--- config.mk ---
export PLATFORM = sky130hd
export DESIGN_NAME = note_div_scheduler
export DESIGN_NICKNAME = d
export VERILOG_FILES = /design/src/rtl/note_div_scheduler_pkg.sv /design/src/rtl/note_div_scheduler_serial_divider.sv /design/src/rtl/note_div_scheduler.sv
export SDC_FILE = /design/constraint.sdc
export NUM_CORES = 1
export LEC_CHECK = 0
export ABC_AREA = 1
export CAP_MARGIN = 20
export CORE_MARGIN = 1.5
export CORE_UTILIZATION = 57
export CTS_BUF_LIST = sky130_fd_sc_hd__clkbuf_4
export DETAILED_ROUTE_END_ITERATION = 6
export PLACE_DENSITY = 0.82
export RECOVER_POWER = 50
export SETUP_SLACK_MARGIN = 0.5
export SLEW_MARGIN = 0
export SYNTH_ARGS = -nofsm -noshare
export SYNTH_HDL_FRONTEND = slang
export SYNTH_SLANG_ARGS = --single-unit
--- constraint.sdc ---
create_clock -name clk -period 4.85 [get_ports clk]
set_input_delay 0.7275 -clock clk [delete_from_list [all_inputs] [get_ports clk]]
set_output_delay 0.7275 -clock clk [all_outputs]
set_load 0.01 [all_outputs]
--- src/rtl/note_div_scheduler_pkg.sv ---
// -----------------------------------------------------------------------------
// note_div_scheduler_pkg
//   Shared music-block package: scheduler FSM state enum, channel select type,
//   divider geometry (27-bit dividend, 27 quotient cycles, 33-bit divisor)
//   and the all-ones saturate value used for out-of-range / divide-by-zero.
// -----------------------------------------------------------------------------
package note_div_scheduler_pkg;

    typedef enum logic [1:0] {
        ST_IDLE   = 2'd0,
        ST_LOAD   = 2'd1,
        ST_DIVIDE = 2'd2,
        ST_STORE  = 2'd3
    } div_state_e;

    typedef enum logic {
        CH_L = 1'b0,
        CH_R = 1'b1
    } chan_e;

    // CLK_HZ is taken as a 27-bit dividend, producing one quotient bit per cycle.
    localparam int DIVIDEND_W = 27;
    localparam int DIV_CYCLES = 27;
    // Octave-up doubles a 32-bit frequency, so the divisor needs one extra bit.
    localparam int DIVISOR_W  = 33;

    // Truncated to DIV_W at the point of use; DIV_W may be at most 64.
    localparam logic [63:0] DIV_SAT_ONES = '1;

endpackage

--- src/rtl/note_div_scheduler_serial_divider.sv ---
// -----------------------------------------------------------------------------
// serial_divider
//   Restoring divider: constant dividend CLK_HZ (27 bits) / divisor_i (33 bits),
//   one quotient bit per cycle, MSB first.
//
//   Handshake: start_i is a one-cycle strobe that captures divisor_i and
//   restarts the division (it wins over a division in flight). The next 27
//   cycles each retire one quotient bit; done_o is high during the cycle that
//   retires the last bit, and quotient_o is valid from the following cycle
//   until the next start_i. A zero divisor yields an all-ones quotient.
//
// Ports
//   clk, rst_n   : clock, asynchronous active-low reset
//   start_i      : start strobe
//   divisor_i    : divisor, sampled with start_i
//   done_o       : high during the final quotient step
//   quotient_o   : 27-bit quotient
// -----------------------------------------------------------------------------
module serial_divider
    import note_div_scheduler_pkg::*;
#(
    parameter int unsigned CLK_HZ = 100_000_000
) (
    input  logic                  clk,
    input  logic                  rst_n,
    input  logic                  start_i,
    input  logic [DIVISOR_W-1:0]  divisor_i,
    output logic                  done_o,
    output logic [DIVIDEND_W-1:0] quotient_o
);

    // Partial remainder stays below the divisor, so 33 bits hold it; the
    // extra bit keeps the shifted trial value and subtraction at one width.
    logic [DIVISOR_W:0]    rem_q, rem_d;
    logic [DIVIDEND_W-1:0] quo_q, quo_d;
    logic [DIVISOR_W-1:0]  dvs_q, dvs_d;
    logic [4:0]            cnt_q, cnt_d;
    logic [DIVISOR_W:0]    rem_sh;
    logic [DIVISOR_W:0]    rem_sub;
    logic                  unused_rem_msb;

    always_comb begin
        // The quotient register doubles as the dividend shifter: its MSB
        // feeds the remainder while new quotient bits enter at the LSB.
        rem_sh  = {rem_q[DIVISOR_W-1:0], quo_q[DIVIDEND_W-1]};
        rem_sub = rem_sh - {1'b0, dvs_q};
        rem_d   = rem_q;
        quo_d   = quo_q;
        dvs_d   = dvs_q;
        cnt_d   = cnt_q;
        if (start_i) begin
            rem_d = '0;
            quo_d = DIVIDEND_W'(CLK_HZ);
            dvs_d = divisor_i;
            cnt_d = 5'(DIV_CYCLES);
        end else if (cnt_q != 5'd0) begin
            if (rem_sh >= {1'b0, dvs_q}) begin
                rem_d = rem_sub;
                quo_d = {quo_q[DIVIDEND_W-2:0], 1'b1};
            end else begin
                rem_d = rem_sh;
                quo_d = {quo_q[DIVIDEND_W-2:0], 1'b0};
            end
            cnt_d = cnt_q - 5'd1;
        end
    end

    always_ff @(posedge clk or negedge rst_n) begin
        if (!rst_n) begin
            rem_q <= '0;
            quo_q <= '0;
            dvs_q <= '0;
            cnt_q <= '0;
        end else begin
            rem_q <= rem_d;
            quo_q <= quo_d;
            dvs_q <= dvs_d;
            cnt_q <= cnt_d;
        end
    end

    assign done_o         = (cnt_q == 5'd1) && !start_i;
    assign quotient_o     = quo_q;
    assign unused_rem_msb = rem_q[DIVISOR_W];

endmodule

--- src/rtl/note_div_scheduler.sv ---
// -----------------------------------------------------------------------------
// note_div_scheduler
//   Computes the left/right note dividers CLK_HZ / freq with a single shared
//   serial divider, time-multiplexed between the channels. A channel requests
//   service while its effective divisor differs from the divisor it last
//   captured; simultaneous requests are granted round-robin.
//   FSM: IDLE -> LOAD (1 cycle) -> DIVIDE (27 cycles) -> STORE (1 cycle).
//   The done pulse and the new divider value appear 29 cycles after LOAD entry.
//
//   Build option: NOTE_DIV_OCTAVE_EN
//     defined   : octave 1 halves the divisor, 3 doubles it, others nominal
//     undefined : divisor is the zero-extended frequency, octave is ignored
//
// Ports
//   clk, rst_n       : clock, asynchronous active-low reset
//   freq_l, freq_r   : raw tone frequencies (32 bits)
//   octave           : octave select (3 bits)
//   div_l, div_r     : registered dividers (DIV_W bits), all ones on reset,
//                      saturated to all ones on overflow / zero divisor
//   done_l, done_r   : one-cycle pulse when div_l / div_r is written
//   busy             : FSM not in IDLE
//   dbg_state_o      : current FSM state
// -----------------------------------------------------------------------------
module note_div_scheduler
    import note_div_scheduler_pkg::*;
#(
    parameter int unsigned CLK_HZ = 100_000_000,
    parameter int          DIV_W  = 22
) (
    input  logic             clk,
    input  logic             rst_n,
    input  logic [31:0]      freq_l,
    input  logic [31:0]      freq_r,
    input  logic [2:0]       octave,
    output logic [DIV_W-1:0] div_l,
    output logic [DIV_W-1:0] div_r,
    output logic             done_l,
    output logic             done_r,
    output logic             busy,
    output div_state_e       dbg_state_o
);

    localparam logic [63:0] SAT_LIMIT = DIV_SAT_ONES >> (64 - DIV_W);

    div_state_e             state_q, state_d;
    chan_e                  last_q, last_d;
    logic [DIVISOR_W-1:0]   eff_l, eff_r;
    logic [DIVISOR_W-1:0]   cap_l_q, cap_r_q;
    logic [DIV_W-1:0]       div_l_q, div_r_q;
    logic                   done_l_q, done_r_q;
    logic                   pend_l, pend_r, pend_any;
    chan_e                  pick;
    logic                   start_div, load_l, load_r, store_l, store_r;
    logic [DIVISOR_W-1:0]   div_operand;
    logic                   div_done;
    logic [DIVIDEND_W-1:0]  quotient;
    logic [DIVISOR_W-1:0]   sel_cap;
    logic [DIV_W-1:0]       result;

`ifdef NOTE_DIV_OCTAVE_EN
    always_comb begin
        eff_l = {1'b0, freq_l};
        eff_r = {1'b0, freq_r};
        case (octave)
            3'd1: begin
                eff_l = {2'b00, freq_l[31:1]};
                eff_r = {2'b00, freq_r[31:1]};
            end
            3'd3: begin
                eff_l = {freq_l, 1'b0};
                eff_r = {freq_r, 1'b0};
            end
            default: ;
        endcase
    end
`else
    logic unused_octave;
    assign eff_l         = {1'b0, freq_l};
    assign eff_r         = {1'b0, freq_r};
    assign unused_octave = ^octave;
`endif

    assign pend_l   = (eff_l != cap_l_q);
    assign pend_r   = (eff_r != cap_r_q);
    assign pend_any = pend_l | pend_r;

    // Round-robin: with both pending, serve the channel not served last.
    always_comb begin
        if (pend_l && pend_r) begin
            pick = (last_q == CH_L) ? CH_R : CH_L;
        end else if (pend_r) begin
            pick = CH_R;
        end else begin
            pick = CH_L;
        end
    end

    // State register; last_q always names the channel being served.
    always_ff @(posedge clk or negedge rst_n) begin
        if (!rst_n) begin
            state_q <= ST_IDLE;
            last_q  <= CH_R;
        end else begin
            state_q <= state_d;
            last_q  <= last_d;
        end
    end

    // Next-state logic
    always_comb begin
        state_d = state_q;
        last_d  = last_q;
        case (state_q)
            ST_IDLE: begin
                if (pend_any) begin
                    state_d = ST_LOAD;
                    last_d  = pick;
                end
            end
            ST_LOAD:   state_d = ST_DIVIDE;
            ST_DIVIDE: begin
                if (div_done) begin
                    state_d = ST_STORE;
                end
            end
            ST_STORE: begin
                if (pend_any) begin
                    state_d = ST_LOAD;
                    last_d  = pick;
                end else begin
                    state_d = ST_IDLE;
                end
            end
            default:   state_d = ST_IDLE;
        endcase
    end

    // Output logic
    always_comb begin
        start_div = 1'b0;
        load_l    = 1'b0;
        load_r    = 1'b0;
        store_l   = 1'b0;
        store_r   = 1'b0;
        case (state_q)
            ST_LOAD: begin
                start_div = 1'b1;
                load_l    = (last_q == CH_L);
                load_r    = (last_q == CH_R);
            end
            ST_STORE: begin
                store_l = (last_q == CH_L);
                store_r = (last_q == CH_R);
            end
            default: ;
        endcase
    end

    // Captured divisor and divider operand are the same snapshot.
    assign div_operand = (last_q == CH_L) ? eff_l : eff_r;

    serial_divider #(
        .CLK_HZ (CLK_HZ)
    ) u_div (
        .clk        (clk),
        .rst_n      (rst_n),
        .start_i    (start_div),
        .divisor_i  (div_operand),
        .done_o     (div_done),
        .quotient_o (quotient)
    );

    assign sel_cap = (last_q == CH_L) ? cap_l_q : cap_r_q;

    always_comb begin
        if ((sel_cap == '0) || (64'(quotient) > SAT_LIMIT)) begin
            result = DIV_W'(DIV_SAT_ONES);
        end else begin
            result = DIV_W'(quotient);
        end
    end

    always_ff @(posedge clk or negedge rst_n) begin
        if (!rst_n) begin
            cap_l_q  <= '0;
            cap_r_q  <= '0;
            div_l_q  <= DIV_W'(DIV_SAT_ONES);
            div_r_q  <= DIV_W'(DIV_SAT_ONES);
            done_l_q <= 1'b0;
            done_r_q <= 1'b0;
        end else begin
            done_l_q <= store_l;
            done_r_q <= store_r;
            if (load_l) begin
                cap_l_q <= eff_l;
            end
            if (load_r) begin
                cap_r_q <= eff_r;
            end
            if (store_l) begin
                div_l_q <= result;
            end
            if (store_r) begin
                div_r_q <= result;
            end
        end
    end

    assign div_l       = div_l_q;
    assign div_r       = div_r_q;
    assign done_l      = done_l_q;
    assign done_r      = done_r_q;
    assign busy        = (state_q != ST_IDLE);
    assign dbg_state_o = state_q;

endmodule

==> qor.yml <==
setup_path:
  max_stage_delay_ns: 1.56
  worstSetupPathType: "reg2reg"
  path_buf_inv: 3
  crit_path_end_kind: "register"
  slowest_stage: "clkbuf_1"
  worst_ep_required_time_ns: 5.27
  critPathMaxFanout: 46
  cp_top_family: "buffers and inverters"
  startpoint_type: "register"
  crit_arrival_ns: 3.91
  crit_chain: "inv_1, ha_1, buf_4, nor2_1, clkbuf_1, a22oi_1"
power:
  power_density_mw_per_mm2: 309
  max-vdd-ir-drop_mv: 0.157
  p_leak_nw: 7.92
  finalPower_w: 0.00455
job:
  maxCapViolCount: 2
drt:
  drt_first_pass_iters: 6
  vias: 11900
  ant_nets: 0
  drcViolationCount: 0
  viasPerCell: 5.28
  wl_um: 33400
  drt-wirelength-per-cell_um: 14.8
  first_iter_violations: 968
cts:
  path_clk_slew_ns: 0.07
  ctsLongestPathBuffers: 3
  hold_buffers: 0
  cts_tree: "built"
  cts_buffers: 54
  post_cts_resize_count: 0
  clock_tree.root_cell: "clkbuf_4"
  cts.sinks: 210
  insertion_delay_ns: 0.68
  postCtsSetupRepairBufs: 0
  htree_levels: 2
global_route:
  grt_usage_pct: 29.5
  grt_pass1_vias: 11800
  grt_pass1_wl_um: 56200
  grt_start_max_net_pins: 117
  antenna_found_initial: 3
  overflow: 0
sta:
  tns_ns: 0
  post-route-period-util_pct: 72.0
  finClkSkew_ns: 0.0439
  slew_viol_final: 163
  setup_viol: 0
  period_minus_slack_ns: 3.49
  rsz0062_at_grt: "no"
  max_freq_mhz: 286
  relSlewSlack_pct: -95.7
  final-hold-violation-count: 0
  worstMarginPinSlew_ns: 2.94
layout:
  drive_above_1_share_pct: 8.41
  n_fill_cell: 1893
  layout_commonest_cell: "nand2_1"
  synthToLayoutAreaGrowth_pct: 16.1
  final_cell_mix: "nand2_1 (715), inv_1 (306), dfrtp_1 (165), clkdlybuf4s50_1 (112), nand3_1 (92)"
  nNetsFinal: 2043
synth:
  synth_fa_ha_area_share_pct: 4.10
  ys_types: 40
  avgSynthCellArea_um2: 7.02
  synthMuxAreaShare_pct: 0
  syn_area_mm2: 0.0127
  yosysSeqAreaShare_pct: 41.9
  synth-compound-area-share_pct: 7.16
  syn-num-nets: 1918
  netlist_instances: 1808
  ys_ff_latch: 210
  synth_xor_area_share_pct: 2.90
  synthSimpleGateAreaFrac_pct: 32.8
  synth_top_family_by_area: "simple AND/OR/NAND/NOR gates"
  ys_warn_count: 0
place:
  io_buffers: 114
  gp_congestion: 0.926
  dp_hpwl_um: 23900
floorplan:
  fp.dieW_um: 152
  start_util_pct: 58.1
  io_pins: 118
  dieArea_mm2: 0.0232
  fp.dieH_um: 152
  rows: 54
  coreArea_mm2: 0.0218
outcome:
  violations: "max-capacitance violations, max-slew violations"
  status: "finished, violations left"
min_path:
  hold_class: "reg2reg"
-- state kept, by name, summed over array words and instances (netlist names) --
| register | count |
|---|---|
| u_div.cnt_q | 5 |
| div_r | 22 |
| cap_l_q | 32 |
| dbg_state_o | 2 |
| u_div.dvs_q | 32 |
| div_l | 22 |
| done_r | 1 |
| cap_r_q | 32 |
| u_div.rem_q | 33 |
| last_q | 1 |
| u_div.quotient_o | 27 |
| done_l | 1 |
-- worst min-delay path: stages, from the launching register on --
cell and delay [ns]:
dfstp_2 0.37, nand2_1 0.05, nand2_1 0.05
-- final cells by class --
| cell class | instances | area (um^2) | area share, % |
|---|---|---|---|
| antenna | 2 | 5.00 | 0.0340 |
| inverter | 310 | 1160 | 7.90 |
| timing repair buffer | 124 | 1240 | 8.45 |
| clock inverter | 21 | 113 | 0.765 |
| sequential | 210 | 5310 | 36.1 |
| multi-input combinational | 1233 | 5970 | 40.5 |
| clock buffer | 76 | 571 | 3.87 |
| tap | 280 | 350 | 2.38 |
-- synth_stat cells (all sizes together) --
cell | number | area share [%]
dfstp | 45 | 9.3
o22ai | 14 | 0.69
nand3b | 11 | 0.65
o211ai | 32 | 1.9
a22oi | 13 | 0.77
nor2 | 97 | 3.1
o31ai | 2 | 0.12
a21oi | 24 | 0.98
ha | 40 | 3.9
nand2 | 731 | 22
and2 | 5 | 0.25
buf | 29 | 1.3
or2 | 2 | 0.099
clkbuf | 26 | 0.77
nor3 | 15 | 0.67
o21bai | 2 | 0.12
nand3 | 94 | 3.8
inv | 308 | 9.1
xnor2 | 14 | 0.97
clkinv | 2 | 0.059
o21ai | 64 | 2.5
xor2 | 28 | 1.9
a211o | 1 | 0.069
fa | 1 | 0.16
dfrtp | 165 | 33
nand4 | 43 | 2.2
-- through the flow --
step	std cells	util (%)	cell area, um^2	hold WS [ns]	setup slack [ns]
after floorplan	1808	-	12700	0.432	2.85
after global placement	2155	64.3	14000	0.455	1.66
after detailed placement	2156	64.4	14000	0.457	1.58
after CTS	2253	67.5	14700	0.212	1.55
after global routing	2256	67.5	14700	0.484	1.06
final	2256	67.5	14700	0.466	1.36
-- path summary, 6_finish.rpt --
path                       slack, ns                    to  cells past startpoint      startpoint
max                             1.36  u_div.quotient_o[21]                      6  dbg_state_o[1]
min                             0.47             div_l[10]                      2       div_l[10]
max reg2reg                     1.36  u_div.quotient_o[21]                      6  dbg_state_o[1]
min reg2reg                     0.47             div_l[10]                      2       div_l[10]
max in group asynchronous       2.14  u_div.quotient_o[14]                      1           rst_n
min in group asynchronous       1.01        u_div.rem_q[8]                      1           rst_n
-- power by group --
part	internal (W)	switching, W	total, W
Combinational	0.000421	0.000635	0.00106
Clock	0.000778	0.000751	0.00153
Sequential	0.00189	0.0000717	0.00197
-- cells by family (layout without fill, tap and decap cells) --
group	Yosys count	in the layout
AOI/OAI and AO/OA	152	152
other	0	2
and+or+nand+nor	998	998
xor gates and xnor gates	42	42
adders and majority gates	41	41
buffers and inverters	365	531
DFF	210	210
-- routing by layer --
layer  vias to the layer above  routed length [um]  track usage [%]  share of wire (%)
met5                         -                  12                0              0.036
met4                         2                 939             11.6                2.8
met3                        82                2460             4.81                7.4
met2                       430               15100             46.7                 45
met1                      5541               14900             40.7                 45
li1                       5864                   -                -                  -
(Power assumes the default switching activity.)
